--- src/rtl/lsu_bus_bridge.sv ---
// Load/store bridge between the single-cycle datapath and a valid/ready word bus.
// Stalls the core for the whole access and reports misaligned, illegal or timed-out accesses.
module lsu_bus_bridge #(
  parameter int TIMEOUT = 255,
  parameter int TO_W    = 8
) (
  input  logic        clk,
  input  logic        reset,
  input  logic        MemRead,
  input  logic        MemWrite,
  input  logic [2:0]  funct3,
  input  logic [31:0] ALUResult,
  input  logic [31:0] WriteData,
  output logic [31:0] ReadData,
  output logic        Stall,
  output logic        MemFault,
  output logic        bus_req_valid,
  input  logic        bus_req_ready,
  output logic        bus_we,
  output logic [31:0] bus_addr,
  output logic [31:0] bus_wdata,
  output logic [3:0]  bus_be,
  input  logic        bus_resp_valid,
  input  logic [31:0] bus_rdata
);

  typedef enum logic [2:0] {IDLE, REQ, WAIT, DONE, FAULT} state_t;

  state_t            state_q, state_d;
  logic [29:0]       waddr_q, waddr_d;
  logic              we_q, we_d;
  logic [31:0]       wdata_q, wdata_d;
  logic [3:0]        be_q, be_d;
  logic [1:0]        size_q, size_d;
  logic [1:0]        off_q, off_d;
  logic [31:0]       rdata_q, rdata_d;
  logic [TO_W-1:0]   cnt_q, cnt_d;
  logic [TO_W-1:0]   cnt_inc;
  logic              timed_out;
  logic              op_req;
  logic              misaligned;
  logic              illegal;
  logic              unused_f3;

  function automatic logic [31:0] store_lanes(input logic [1:0] size, input logic [31:0] wd);
    case (size)
      2'b00:   store_lanes = {4{wd[7:0]}};
      2'b01:   store_lanes = {2{wd[15:0]}};
      default: store_lanes = wd;
    endcase
  endfunction

  function automatic logic [3:0] store_be(input logic [1:0] size, input logic [1:0] off);
    case (size)
      2'b00:   store_be = 4'b0001 << off;
      2'b01:   store_be = off[1] ? 4'b1100 : 4'b0011;
      default: store_be = 4'b1111;
    endcase
  endfunction

  function automatic logic [31:0] load_lanes(input logic [1:0] size, input logic [1:0] off,
                                             input logic [31:0] rd);
    case (size)
      2'b00:   load_lanes = rd >> {off, 3'b000};
      2'b01:   load_lanes = rd >> {off[1], 4'b0000};
      default: load_lanes = rd;
    endcase
  endfunction

  // Signedness bit only matters to the downstream extend stage.
  assign unused_f3 = funct3[2];

  assign op_req     = MemRead | MemWrite;
  assign misaligned = ((funct3[1:0] == 2'b01) && ALUResult[0]) ||
                      ((funct3[1:0] == 2'b10) && (ALUResult[1:0] != 2'b00));
  assign illegal    = (MemRead & MemWrite) || (funct3[1:0] == 2'b11) || misaligned;

  assign cnt_inc   = cnt_q + 1'b1;
  assign timed_out = (cnt_inc == TO_W'(TIMEOUT));

  always_comb begin
    state_d = state_q;
    waddr_d = waddr_q;
    we_d    = we_q;
    wdata_d = wdata_q;
    be_d    = be_q;
    size_d  = size_q;
    off_d   = off_q;
    rdata_d = rdata_q;
    cnt_d   = cnt_q;
    Stall   = 1'b0;
    case (state_q)
      IDLE: begin
        if (op_req) begin
          Stall = 1'b1;
          if (illegal) begin
            state_d = FAULT;
          end else begin
            waddr_d = ALUResult[31:2];
            we_d    = MemWrite;
            wdata_d = store_lanes(funct3[1:0], WriteData);
            be_d    = MemWrite ? store_be(funct3[1:0], ALUResult[1:0]) : 4'b1111;
            size_d  = funct3[1:0];
            off_d   = ALUResult[1:0];
            cnt_d   = '0;
            state_d = REQ;
          end
        end
      end
      REQ: begin
        Stall = 1'b1;
        cnt_d = cnt_inc;
        // An accepted handshake wins over a timeout landing in the same cycle.
        if (bus_req_ready)  state_d = WAIT;
        else if (timed_out) state_d = FAULT;
      end
      WAIT: begin
        Stall = 1'b1;
        cnt_d = cnt_inc;
        if (bus_resp_valid) begin
          rdata_d = bus_rdata;
          state_d = DONE;
        end else if (timed_out) begin
          state_d = FAULT;
        end
      end
      DONE:    state_d = IDLE;
      FAULT:   state_d = IDLE;
      default: state_d = IDLE;
    endcase
  end

  // Bus-facing registers are reset too so the bus sees all zeros while reset is held.
  always_ff @(posedge clk or negedge reset) begin
    if (!reset) begin
      state_q <= IDLE;
      waddr_q <= '0;
      we_q    <= 1'b0;
      wdata_q <= '0;
      be_q    <= '0;
      size_q  <= '0;
      off_q   <= '0;
      rdata_q <= '0;
      cnt_q   <= '0;
    end else begin
      state_q <= state_d;
      waddr_q <= waddr_d;
      we_q    <= we_d;
      wdata_q <= wdata_d;
      be_q    <= be_d;
      size_q  <= size_d;
      off_q   <= off_d;
      rdata_q <= rdata_d;
      cnt_q   <= cnt_d;
    end
  end

  assign bus_req_valid = (state_q == REQ);
  assign bus_we        = we_q;
  assign bus_addr      = {waddr_q, 2'b00};
  assign bus_wdata     = wdata_q;
  assign bus_be        = be_q;
  assign MemFault      = (state_q == FAULT);
  assign ReadData      = ((state_q == DONE) && !we_q) ? load_lanes(size_q, off_q, rdata_q) : 32'h0;

endmodule

--- config.mk ---
export PLATFORM = sky130hd
export DESIGN_NAME = lsu_bus_bridge
export DESIGN_NICKNAME = d
export VERILOG_FILES = /design/src/rtl/lsu_bus_bridge.sv
export SDC_FILE = /design/constraint.sdc
export NUM_CORES = 1
export LEC_CHECK = 0
export ABC_CLOCK_PERIOD_IN_PS = 1600
export CORE_MARGIN = 2
export CORE_UTILIZATION = 39
export CTS_CLUSTER_SIZE = 30
export DETAILED_ROUTE_END_ITERATION = 10
export PLACE_DENSITY = 0.84
export SYNTH_ARGS = -nofsm -noshare
export SYNTH_HDL_FRONTEND = slang
export SYNTH_SLANG_ARGS = --single-unit
--- constraint.sdc ---
create_clock -name clk -period 1.6 [get_ports clk]
set_clock_uncertainty 0.05 [all_clocks]
set_input_delay 0.24 -clock clk [delete_from_list [all_inputs] [get_ports clk]]
set_output_delay 0.24 -clock clk [all_outputs]
set_load 0.01 [all_outputs]
==> impl_metrics.toml <==
[global_route]
overflow = 0
grt_pass1_vias = 6346
antenna_found_initial = 0
grt_max_degree = 34
grt_pass1_wl_mm = 34.7
grt_use_total = 0.281

[cts]
cts_tree = "yes"
cts-root-buf = "clkbuf_16"
h-tree-depth = 4
cts_num_sinks = 114
cts_made_buffers = 17
clockBufferDepth = 2
clkLatencyLatePin_ns = 0.41
path_clk_slew_ns = 0.06

[detailed_routing]
vias = 6368
wirelength_mm = 25.5
routedWlPerCell_um = 22.6
drcViolationCount = 0
drt_first_iter_violations = 557
firstDrtPassIters = 6
post_drt_via_cell_ratio = 5.66
antenna_left = 0

[logic_synthesis]
synth.area.top_cells = "dfrtp_1 (50%), nand2_1 (11%), mux2i_1 (5.6%)"
synth_cells = 616
synth-main-ff-cell = "dfrtp_1"
avgSynthCellArea_sq_um = 9.30
ys_types = 53
syn_area_sq_um = 5730
synth.top_cell.area_share = 0.498
synth_edf_count = 0
yosysTopAreaCell = "dfrtp_1"
async_flop_share = 1.00
seq_area_frac_synth = 0.498
yosysWarnings = 0
synth_seq_cells = 114

[timing]
slew_headroom = 0.640
hold_ws_ns = 0.215
timing.final.crit_period_ns = 2.25
min_period_over_period = 1.40
setup_slack_ns = -0.647
slew_violations = 0
finalSetupTns_ns = -33.87
hold_violations = 0
tightest_slew_ns = 0.539
setup_violations = 149
rsz0062_at_grt = "true"
clock.fmax_ghz = 0.445

[die]
start_util = 0.397
core_sq_um = 14400
ioPinCount = 209
die_area_sq_um = 15700
row_count = 44
dieWidth_um = 125
dieHeight_um = 125

[worst_setup_path]
rrSetupSlack_ns = -0.28
crit_type = "flip-flop to primary output"
crit_cells = 8
cp-end-kind = "primary output"
crit_fanout = 7
r2r-start = "state_q[1]$_DFFE_PN0P_"
critPathMaxStageDelay_ns = 0.45
path_buf_inv = 4
start_kind = "flip-flop"
cp_common_cell = "buf_6"
reg2reg_depth = 7
cp_data_arrival_time_ns = 1.96
crit_slowest_cell = "dfrtp_2"
r2r-end = "cnt_q[4]$_DFFE_PN0P_"
crit_chain = "buf_6 > nor3b_4 > buf_6 > buf_6 > a22o_1 > a22oi_2 > nor2_1 > buf_2"
path_delay_family = "buffers and inverters"
required_ns = 1.31

[min_path]
hold_class = "primary input to asynchronous set/reset pin"

[power_and_ir_drop]
power_density_nw_per_um2 = 1850
ir_drop_mv = 1.18
p_leak_uw = 0.00541

[run_status]
outcome = "finished, violations left"
violations = "negative setup slack"

[finish]
syn2layout_area_growth_pct = 93.1
drive_gt1_frac = 0.488
ff_latch_area_sq_um = 2860
fill_cells = 856
mostFrequentLayoutCells = "dfrtp_1 (110), clkdlybuf4s50_1 (102), nand2_2 (72)"
final_nets = 1040
antenna_cells = 0
final_common_cell = "dfrtp_1"
multiInputGateArea_sq_um = 3800

[placed_design]
place_ws_ns = -0.426
dp_hpwl_mm = 12.7
port-buffer-count = 205
gp_congestion = 0.874

[job]
max_cap_viol_count = 0
[logic make-up after synthesis]
family | Yosys count | share of synthesized area
and+or+nand+nor | 244 | 0.183
AOI/OAI and AO/OA | 139 | 0.156
DFF | 114 | 0.498
buffers and inverters | 57 | 0.0507
muxes | 56 | 0.103
xor gates and xnor gates | 3 | 0.00459
adders and majority gates | 2 | 0.00437
other | 1 | 0.000655
[power breakdown]
part           leakage, uW  switching [uW]  internal [uW]  total [uW]
Clock             0.000260            1310           2160        3470
Sequential         0.00141            1400           4200        5600
Combinational      0.00375            5450           5940       11400
[sequential cells by signal, indices dropped and copies added (netlist names)]
signal and cells:
bus_wdata 32, rdata_q 32, waddr_q 30, cnt_q 8, bus_be 4, state_q 3, off_q 2, size_q 2
bus_we 1
[worst reg2reg max path: stages (launching register included)]
cell	delay, ns
dfrtp_2	0.42
buf_8	0.15
buf_6	0.12
a211oi_2	0.29
buf_4	0.17
a21bo_4	0.28
o21ai_2	0.14
o31ai_1	0.13
[how the worst max path moves through the flow]
stage	start	end	slack, ns
floorplan	size_q[0]$_DFFE_PN0P_	ReadData[6]	-0.0002
global placement	size_q[0]$_DFFE_PN0P_	ReadData[0]	-0.42
detailed placement	off_q[0]$_DFFE_PN0P_	ReadData[27]	-0.43
global route	size_q[1]$_DFFE_PN0P_	ReadData[17]	-0.76
CTS	size_q[1]$_DFFE_PN0P_	ReadData[0]	-0.57
finish	size_q[1]$_DFFE_PN0P_	ReadData[17]	-0.65
[metal layers]
metal / vias up / GRT usage / part of all wire
li1: 2746 / - / -
met1: 3154 / 0.337 / 0.36
met2: 372 / 0.487 / 0.52
met3: 96 / 0.0685 / 0.069
met4: 0 / 0.112 / 0.050
met5: - / 0 / 0
[Yosys cell counts (5+ instances only)]
library cell,number
nand2_1,166
dfrtp_1,114
o21ai_0,48
a21oi_1,40
nor2_1,36
mux2i_1,32
clkbuf_1,19
mux2_2,19
buf_2,13
inv_1,12
nor3_1,10
a22o_1,9
and3_1,9
a22oi_1,8
o21bai_1,8
o221a_2,8
buf_6,6
mux2_1,5
[metrics by stage]
step	cell area, sq um	instances	utilization	power [uW]
6_report	11100	1126	0.767	20500
2_1_floorplan	5750	617	-	8650
3_5_place_dp	8410	1032	0.583	12400
5_1_grt	11100	1126	0.767	21300
4_1_cts	10200	1116	0.705	18200
3_3_place_gp	8410	1032	0.583	12200
[area by class of cell]
| cell class | count | share of cell area |
|---|---|---|
| clock inverters | 7 | 0.00566 |
| flip-flops and latches | 114 | 0.258 |
| multi-input cells | 447 | 0.344 |
| inverters | 13 | 0.00441 |
| well taps | 184 | 0.0208 |
| repair buffers | 340 | 0.325 |
| clock buffers | 21 | 0.0416 |
[what timing repair did]
item	4_1_cts	5_1_grt
hold buffers	1	0
gates resized for setup	419	252
pin swaps	94	107
setup endpoints to repair	183	161
hold endpoints to repair	114	0
cloned	21	2
buffers inserted	34	22
No activity file was read; power rests on OpenSTA's default activity.
